`src/rtl/bus_cycle_scheduler.sv`:
```
// -----------------------------------------------------------------------------
// bus_cycle_scheduler
//
// Time-slot scheduler for the shared RAM/ROM bus. The bus alternates between
// 4-tick video slots and 4-tick CPU slots. Ticks are clk8_en_p strobes. The
// block grants whole slots to the 68000 and generates its DTACK. In turbo
// mode the CPU may also take a video slot that video/audio will not use.
//
// Parameters:
//   IO_LATENCY      clk8 ticks from I/O entry to DTACK (1..15)
//
// Ports:
//   clk             system clock
//   _reset          asynchronous active-low reset
//   clk8_en_p       tick strobe (rising 8 MHz phase); all scheduling uses it
//   clk8_en_n       falling-phase strobe; present for port symmetry only
//   _cpuAS          68000 address strobe, already synchronous to clk
//   selectRAM/ROM   memory decode
//   selectIO        I/O decode; any non-memory access is treated as I/O
//   videoNeedNext   next video slot carries loadPixels or loadSound
//   turbo           allow the CPU to take an unneeded video slot
//   videoBusControl current slot is a video slot
//   cpuBusControl   current slot is a CPU slot
//   cycleReady      pulse on the final tick of every slot
//   cpuMemGrant     CPU owns the memory bus in the current slot
//   busPhase        tick index within the slot, 0..3
//   _cpuDTACK       data transfer acknowledge, active low
// -----------------------------------------------------------------------------
module bus_cycle_scheduler #(
    parameter int unsigned IO_LATENCY = 3
) (
    input  logic       clk,
    input  logic       _reset,
    input  logic       clk8_en_p,
    input  logic       clk8_en_n,
    input  logic       _cpuAS,
    input  logic       selectRAM,
    input  logic       selectROM,
    input  logic       selectIO,
    input  logic       videoNeedNext,
    input  logic       turbo,
    output logic       videoBusControl,
    output logic       cpuBusControl,
    output logic       cycleReady,
    output logic       cpuMemGrant,
    output logic [1:0] busPhase,
    output logic       _cpuDTACK
);

    typedef enum logic [2:0] {
        ST_IDLE,
        ST_WAIT_SLOT,
        ST_MEM,
        ST_IO,
        ST_ACK
    } state_e;

    localparam logic [3:0] IO_LOAD = 4'(IO_LATENCY);

    logic [1:0] phase_q, phase_d;
    logic       slot_q, slot_d;      // 0 = video slot, 1 = CPU slot
    state_e     state_q, state_d;
    logic [3:0] io_cnt_q, io_cnt_d;

    logic       cycle_ready;
    logic       next_slot_granted;
    logic       mem_select;

    // clk8_en_n needs no logic. Every non-memory access is handled as I/O, so
    // selectIO is not needed to pick the path either.
    logic unused_inputs;
    assign unused_inputs = clk8_en_n ^ selectIO;

    assign mem_select  = selectRAM | selectROM;
    assign cycle_ready = clk8_en_p && (phase_q == 2'd3);

    // The decision is made on the last tick of the current slot, for the slot
    // that starts next. A video slot now means a CPU slot follows, and a CPU
    // slot is always granted. A CPU slot now means a video slot follows. That
    // video slot is granted only when turbo is on and video does not need it.
    assign next_slot_granted = !slot_q || (turbo && !videoNeedNext);

    // -------------------------------------------------------------------------
    // Slot counter
    // -------------------------------------------------------------------------
    always_comb begin
        // NOTE: every signal this block drives gets a default first. No path
        // leaves a signal unassigned, so synthesis builds no latch.
        phase_d = phase_q;
        slot_d  = slot_q;
        if (clk8_en_p) begin
            phase_d = phase_q + 2'd1;
            if (phase_q == 2'd3) begin
                slot_d = ~slot_q;
            end
        end
    end

    // -------------------------------------------------------------------------
    // CPU access state machine
    // -------------------------------------------------------------------------
    always_comb begin
        state_d  = state_q;
        io_cnt_d = io_cnt_q;
        unique case (state_q)
            ST_IDLE: begin
                // A request is accepted only on a tick. A request that arrives
                // on the last tick of a slot waits for the next slot boundary.
                if (clk8_en_p && !_cpuAS) begin
                    if (mem_select) begin
                        state_d = ST_WAIT_SLOT;
                    end else begin
                        state_d  = ST_IO;
                        io_cnt_d = IO_LOAD;
                    end
                end
            end
            ST_WAIT_SLOT: begin
                if (_cpuAS) begin
                    state_d = ST_IDLE;
                end else if (cycle_ready && next_slot_granted) begin
                    state_d = ST_MEM;
                end
            end
            ST_MEM: begin
                // MEM is entered at a slot start. The next cycleReady is
                // therefore the end of that same slot.
                if (_cpuAS) begin
                    state_d = ST_IDLE;
                end else if (cycle_ready) begin
                    state_d = ST_ACK;
                end
            end
            ST_IO: begin
                if (_cpuAS) begin
                    state_d  = ST_IDLE;
                    io_cnt_d = 4'd0;
                end else if (clk8_en_p) begin
                    if (io_cnt_q <= 4'd1) begin
                        state_d  = ST_ACK;
                        io_cnt_d = 4'd0;
                    end else begin
                        io_cnt_d = io_cnt_q - 4'd1;
                    end
                end
            end
            ST_ACK: begin
                if (_cpuAS) begin
                    state_d = ST_IDLE;
                end
            end
            default: begin
                state_d  = ST_IDLE;
                io_cnt_d = 4'd0;
            end
        endcase
    end

    // -------------------------------------------------------------------------
    // State registers
    // -------------------------------------------------------------------------
    always_ff @(posedge clk or negedge _reset) begin
        if (!_reset) begin
            phase_q  <= 2'd0;
            slot_q   <= 1'b0;
            state_q  <= ST_IDLE;
            io_cnt_q <= 4'd0;
        end else begin
            // NOTE: sequential state uses non-blocking assignments. Every
            // register then samples the pre-edge values, whatever the
            // statement order.
            phase_q  <= phase_d;
            slot_q   <= slot_d;
            state_q  <= state_d;
            io_cnt_q <= io_cnt_d;
        end
    end

    // -------------------------------------------------------------------------
    // Outputs, decoded from registered state (cycleReady also uses the strobe)
    // -------------------------------------------------------------------------
    assign busPhase        = phase_q;
    assign videoBusControl = !slot_q;
    assign cpuBusControl   = slot_q;
    assign cycleReady      = cycle_ready;
    assign cpuMemGrant     = (state_q == ST_MEM);
    assign _cpuDTACK       = (state_q != ST_ACK);

endmodule

```
`config.mk`:
```
export PLATFORM = sky130hd
export DESIGN_NAME = bus_cycle_scheduler
export DESIGN_NICKNAME = d
export VERILOG_FILES = /design/src/rtl/bus_cycle_scheduler.sv
export SDC_FILE = /design/constraint.sdc
export NUM_CORES = 1
export LEC_CHECK = 0
export CAP_MARGIN = 40
export CORE_MARGIN = 2
export CORE_UTILIZATION = 42
export DETAILED_ROUTE_END_ITERATION = 10
export PLACE_DENSITY_LB_ADDON = 0.15
export SYNTH_ARGS = -nofsm -noshare
export SYNTH_HDL_FRONTEND = slang
export SYNTH_SLANG_ARGS = --single-unit
```
`constraint.sdc`:
```
create_clock -name clk -period 1.6 [get_ports clk]
set_clock_uncertainty 0.05 [all_clocks]
set_input_delay 0.48 -clock clk [delete_from_list [all_inputs] [get_ports clk]]
set_output_delay 0.48 -clock clk [all_outputs]
set_load 0.02 [all_outputs]
```
## After elaboration in Yosys (flattened, before gate mapping)

Cells that the tools add are included.

- Output and inout bits: 7
- Register bits after elaboration: 10

- Muxes and demuxes: 17
- Bitwise logic cells: 3
- Add/subtract/negate cells: 2
- $lt $le $gt $ge: 1
- Eq/ne operators: 13
- Reduce and logical (&&, ||, !) cells: 13

Operators by type and width:

| kind | number |
|---|---|
| 2-to-1 mux 3 bit | 9 |
| 2-to-1 mux 4 bit | 5 |
| case mux 3 bit (5 select lines) | 1 |
| inequality test 3 bit (second input constant) | 4 |
| case mux 4 bit (3 select lines) | 1 |
| equality test 3 x 2 -> 1 bit (second input constant) | 2 |
| inequality test 2 bit (second input constant) | 3 |
| AND reduction 6 bit | 1 |
| less-or-equal comparator 4 x 1 -> 1 bit (second input constant) | 1 |
| logical AND 1 bit | 4 |
| AND reduction 4 bit | 1 |
| subtractor 4 x 1 -> 4 bit (second input constant) | 1 |
| equality test 3 x 1 -> 1 bit (second input constant) | 1 |
| equality test 3 bit (second input constant) | 1 |
| zero test 1 bit | 3 |
| zero test 3 bit | 1 |
| inequality test 3 x 2 -> 1 bit (second input constant) | 1 |
| OR reduction 3 bit | 1 |
| adder 2 x 1 -> 2 bit (second input constant) | 1 |
| equality test 2 bit (second input constant) | 1 |
| 2-to-1 mux 2 bit | 1 |
| inverter 1 bit | 2 |
| AND reduction 2 bit | 1 |
| logical OR 1 bit | 1 |
| bitwise OR 1 bit | 1 |

## Longest topological paths before layout

- Word-level depth: 7
- Gate-level depth with buffers: 6
- Depth with buffers taken out: 6

## Worst setup path before layout

Ideal clock, no wire load.

- Path kind: register to register
- From: reg state_q[1]
- To: reg io_cnt_q[2]
- Cell stages (with the launch flop): 6
- Arrival time: 1.571 ns
- Required time: 1.429 ns
- Path slack: -0.142 ns
- Path through: dfrtp_1 -> buf_6 -> or3_4 -> o311ai_4 -> o21ai_2 -> a22o_1

- Longest elaborated chain between the ends: 4

Ends and longest elaborated chain:

| element | line | text |
|---|---|---|
| start, declared | 62 | `state_e state_q, state_d;` |
| start signal, assigned | 174 | `state_q <= state_d;` |
| equality test 3 x 2 -> 1 bit (tied with other cells) | 105 | `unique case (state_q)` |
| OR reduction 3 bit (no line) | -- |  |
| inverter 1 bit (no line) | -- |  |
| AND reduction 4 bit (no line) | -- |  |
| end signal, assigned | 175 | `io_cnt_q <= io_cnt_d;` |
| end, declared | 63 | `logic [3:0] io_cnt_q, io_cnt_d;` |

Several ways; a longest one is shown, not always the timed one.
A chain may end at the register's enable or synchronous reset.

## Worst setup path after layout

- From: reg state_q[1]
- To: out cpuMemGrant

- Longest elaborated chain between the ends: 1

Ends and longest elaborated chain:

| element | line | text |
|---|---|---|
| equality test 3 x 2 -> 1 bit | 186 | `assign cpuMemGrant = (state_q == ST_MEM);` |
| end, declared | 45 | `output logic cpuMemGrant,` |

No other way between the ends.

==> out/metrics.cfg <==
[synth]
synth.area.top_cells = dfrtp_1, ha_1, inv_1
syn_area_um2 = 673
yosys.area.top_type_share_pct = 37.2
netlist_instances = 70
syn_nets = 83
avgSynthCellArea_um2 = 9.62
yosys.area.top_type = dfrtp_1
synth_cell_types = 36
ys_warn_count = 0
synth.yosys.seq_area_share_pct = 37.2
yosys_register_bits = 10

[power]
swShare_pct = 40.2
power_frac_seq_pct = 20.4
switchingPower_w = 0.000885
p_int_w = 0.00132
vdd_ir_drop_max_mv = 1.51
pwr-share-comb_pct = 68.5
p_total_w = 0.00220
power.density_nw_per_um2 = 1760
leakage_nw = 0.588
pwr-share-clk_pct = 11.1

[sta]
hold_viol = 0
relSlewSlack_pct = 67.9
fmax_ghz = 0.569
hold_ws_ns = 0.473
fin_ws_ns = -0.157
period_needed_ns = 1.76
rsz0062_at_grt = true
fin_crit_sh_pct = 110
setup_viol = 10
slew_viol_final = 0
worst_pin_slew_ns = 0.480

[setup_path]
worstSetupStartpointType = flip-flop
r2r_slack_ns = -0.15
critPathMaxFanout = 3
r2r-end = io_cnt_q[2]
worstRegToRegCells = 5
required_ns = 1.07
crit_path_start = state_q[1]
critPathArrivalTime_ns = 1.23
critPathKind = reg -> out
worstSetupEndpointType = output pin
endpoint = cpuMemGrant
reg2reg_from = state_q[1]

[route]
ant_nets = 0
drt_wl_total_um = 2390
drt-pass1-iter-count = 4
drt_iter0_markers = 11
drc = 0
wire_per_inst_um = 17.2
vias = 755
vias_per_cell = 5.43

[run]
drv_cap = 0

[place]
io_buffers = 14
preCtsSetupSlack_ns = -0.643
hpwlAfterDp_um = 1330
gp_congestion = 0.873

[die]
dieArea_um2 = 1940
start_util_pct = 44.7
die_width_um = 44.0
fp.dieH_um = 44.0
ioPinCount = 17
row_count = 14
coreArea_um2 = 1510

[run_status]
failed_checks = negative setup slack
status = finished with violations

[global_routing]
first_global_vias = 780
overflow = 0
grt_max_degree = 11
antenna_found_initial = 0
grt_usage_pct = 26.6
grt_pass1_wl_um = 3590

[finish]
nNetsFinal = 137
antenna_cells = 0
area_growth_pct = 86.1
final_core_util_pct = 83.1
layout-drive-gt1-share_pct = 56.1

[clock_network]
cts_made_buffers = 3
path_clk_slew_ns = 0.08
htree_levels = 1
cts_tree = yes
clock_sinks = 10
holdBufCountCts = 0
clk_latency_ns = 0.28
clockBufferDepth = 2
root_buffer = clkbuf_4

[min_path]
hold_path.class = in -> async

area by class of cell:
cell class	instances	area, µm²
multi-input cells	50	478
fillers	89	254
clock buffers	4	36.3
flip-flops and latches	10	251
well taps	16	20.0
inverters	8	33.8
repair buffers	51	433
state kept, by name, indices dropped and copies added (netlist names):
signal         flops
io_cnt_q           4
state_q            3
busPhase           2
cpuBusControl      1
synth_stat cells:
cell type  instances
or4_1              1
inv_1              8
a22o_1             1
o21ai_2            1
nor2b_1            1
mux2_2             1
a21oi_1            3
o211ai_1           3
buf_4              1
ha_1               3
nor3_1             2
o311ai_4           1
o22ai_1            2
dfrtp_1           10
o311ai_1           1
nor4_1             1
nand3b_1           1
o21bai_1           1
nor3b_1            2
o21a_1             2
o41ai_1            1
or3_4              1
a31oi_1            2
xnor2_1            1
buf_6              1
or2_2              1
xor2_1             1
nor4bb_1           1
nand2b_1           1
o2bb2ai_1          1
a211o_1            1
nor2_1             4
a21o_1             1
o21ai_0            4
nand2_1            2
or2b_1             1
placed cells by master (no fill, tap or decap), types with 2 or more instances in the layout:
cell             synthesis  layout
o21ai_1                  0       2
buf_4                    1      33
a21oi_1                  3       2
clkdlybuf4s50_1          0       5
buf_6                    1       7
clkbuf_4                 0       3
nor2_1                   4       3
clkdlybuf4s15_2          0       2
o21a_1                   2       2
o21ai_0                  4       2
nand2_2                  0       2
o22ai_2                  0       2
ha_1                     3       2
o211ai_1                 3       3
inv_1                    8       6
dfrtp_1                 10       9
nor3_1                   2       2
clkdlybuf4s15_1          0       2
worst min-delay path by stage:
| stage | from | to | slack (ns) | cells after the start |
|---|---|---|---|---|
| floorplan | _reset | busPhase[0] | 0.13 | 0 |
| global placement | cpuBusControl | cpuBusControl | 0.46 | 1 |
| detailed placement | cpuBusControl | cpuBusControl | 0.47 | 1 |
| CTS | _reset | cpuBusControl | 0.48 | 1 |
| global route | _reset | cpuBusControl | 0.51 | 1 |
| finish | _reset | cpuBusControl | 0.47 | 1 |
cells by family (layout without fill, tap and decap cells):
kind of cell	count (synthesis)	count (layout)	share of synthesized area (%)
compound gates	25	25	28.4
simple gates	19	19	17.3
flops	10	10	37.2
buf+inv	10	63	7.25
fa+ha+maj	3	3	5.58
xor+xnor	2	2	2.60
mux	1	1	1.67
worst max-delay path, cell delays in order, from the launching register on:
cell,delay [ns]
dfrtp_1,0.43
or2b_1,0.27
nor2_1,0.10
buf_4,0.15
layer usage:
metal	routed length (µm)	vias up	track usage, %	part of all wire, %
met5	0	-	0	0
met4	73	0	12.7	3.1
met3	113	8	5.31	4.7
met2	1190	27	43.8	50
met1	1010	356	33.2	42
li1	-	364	-	-
through the flow:
step / TNS [ns] / std cells / area (µm²)
after floorplan: -0.134 / 70 / 673
after global placement: -4.66 / 125 / 1020
after detailed placement: -4.92 / 125 / 1020
after CTS: -0.938 / 135 / 1170
after global routing: -1.51 / 139 / 1250
final: -1.09 / 139 / 1250
power by group through the flow:
stage	registers (W)	logic (W)	clock network, W
global route	0.000459	0.00162	0.000256
detailed placement	0.000435	0.00116	0
global placement	0.000430	0.00115	0
finish	0.000450	0.00151	0.000244
CTS	0.000441	0.00131	0.000247
floorplan	0.000479	0.000553	0
what timing repair did:
item	CTS	global route
cloned	0	0
resized for setup	43	18
pin swaps	7	6
setup endpoints to repair	14	11
setup buffers	6	4
(Power assumes the default switching activity.)
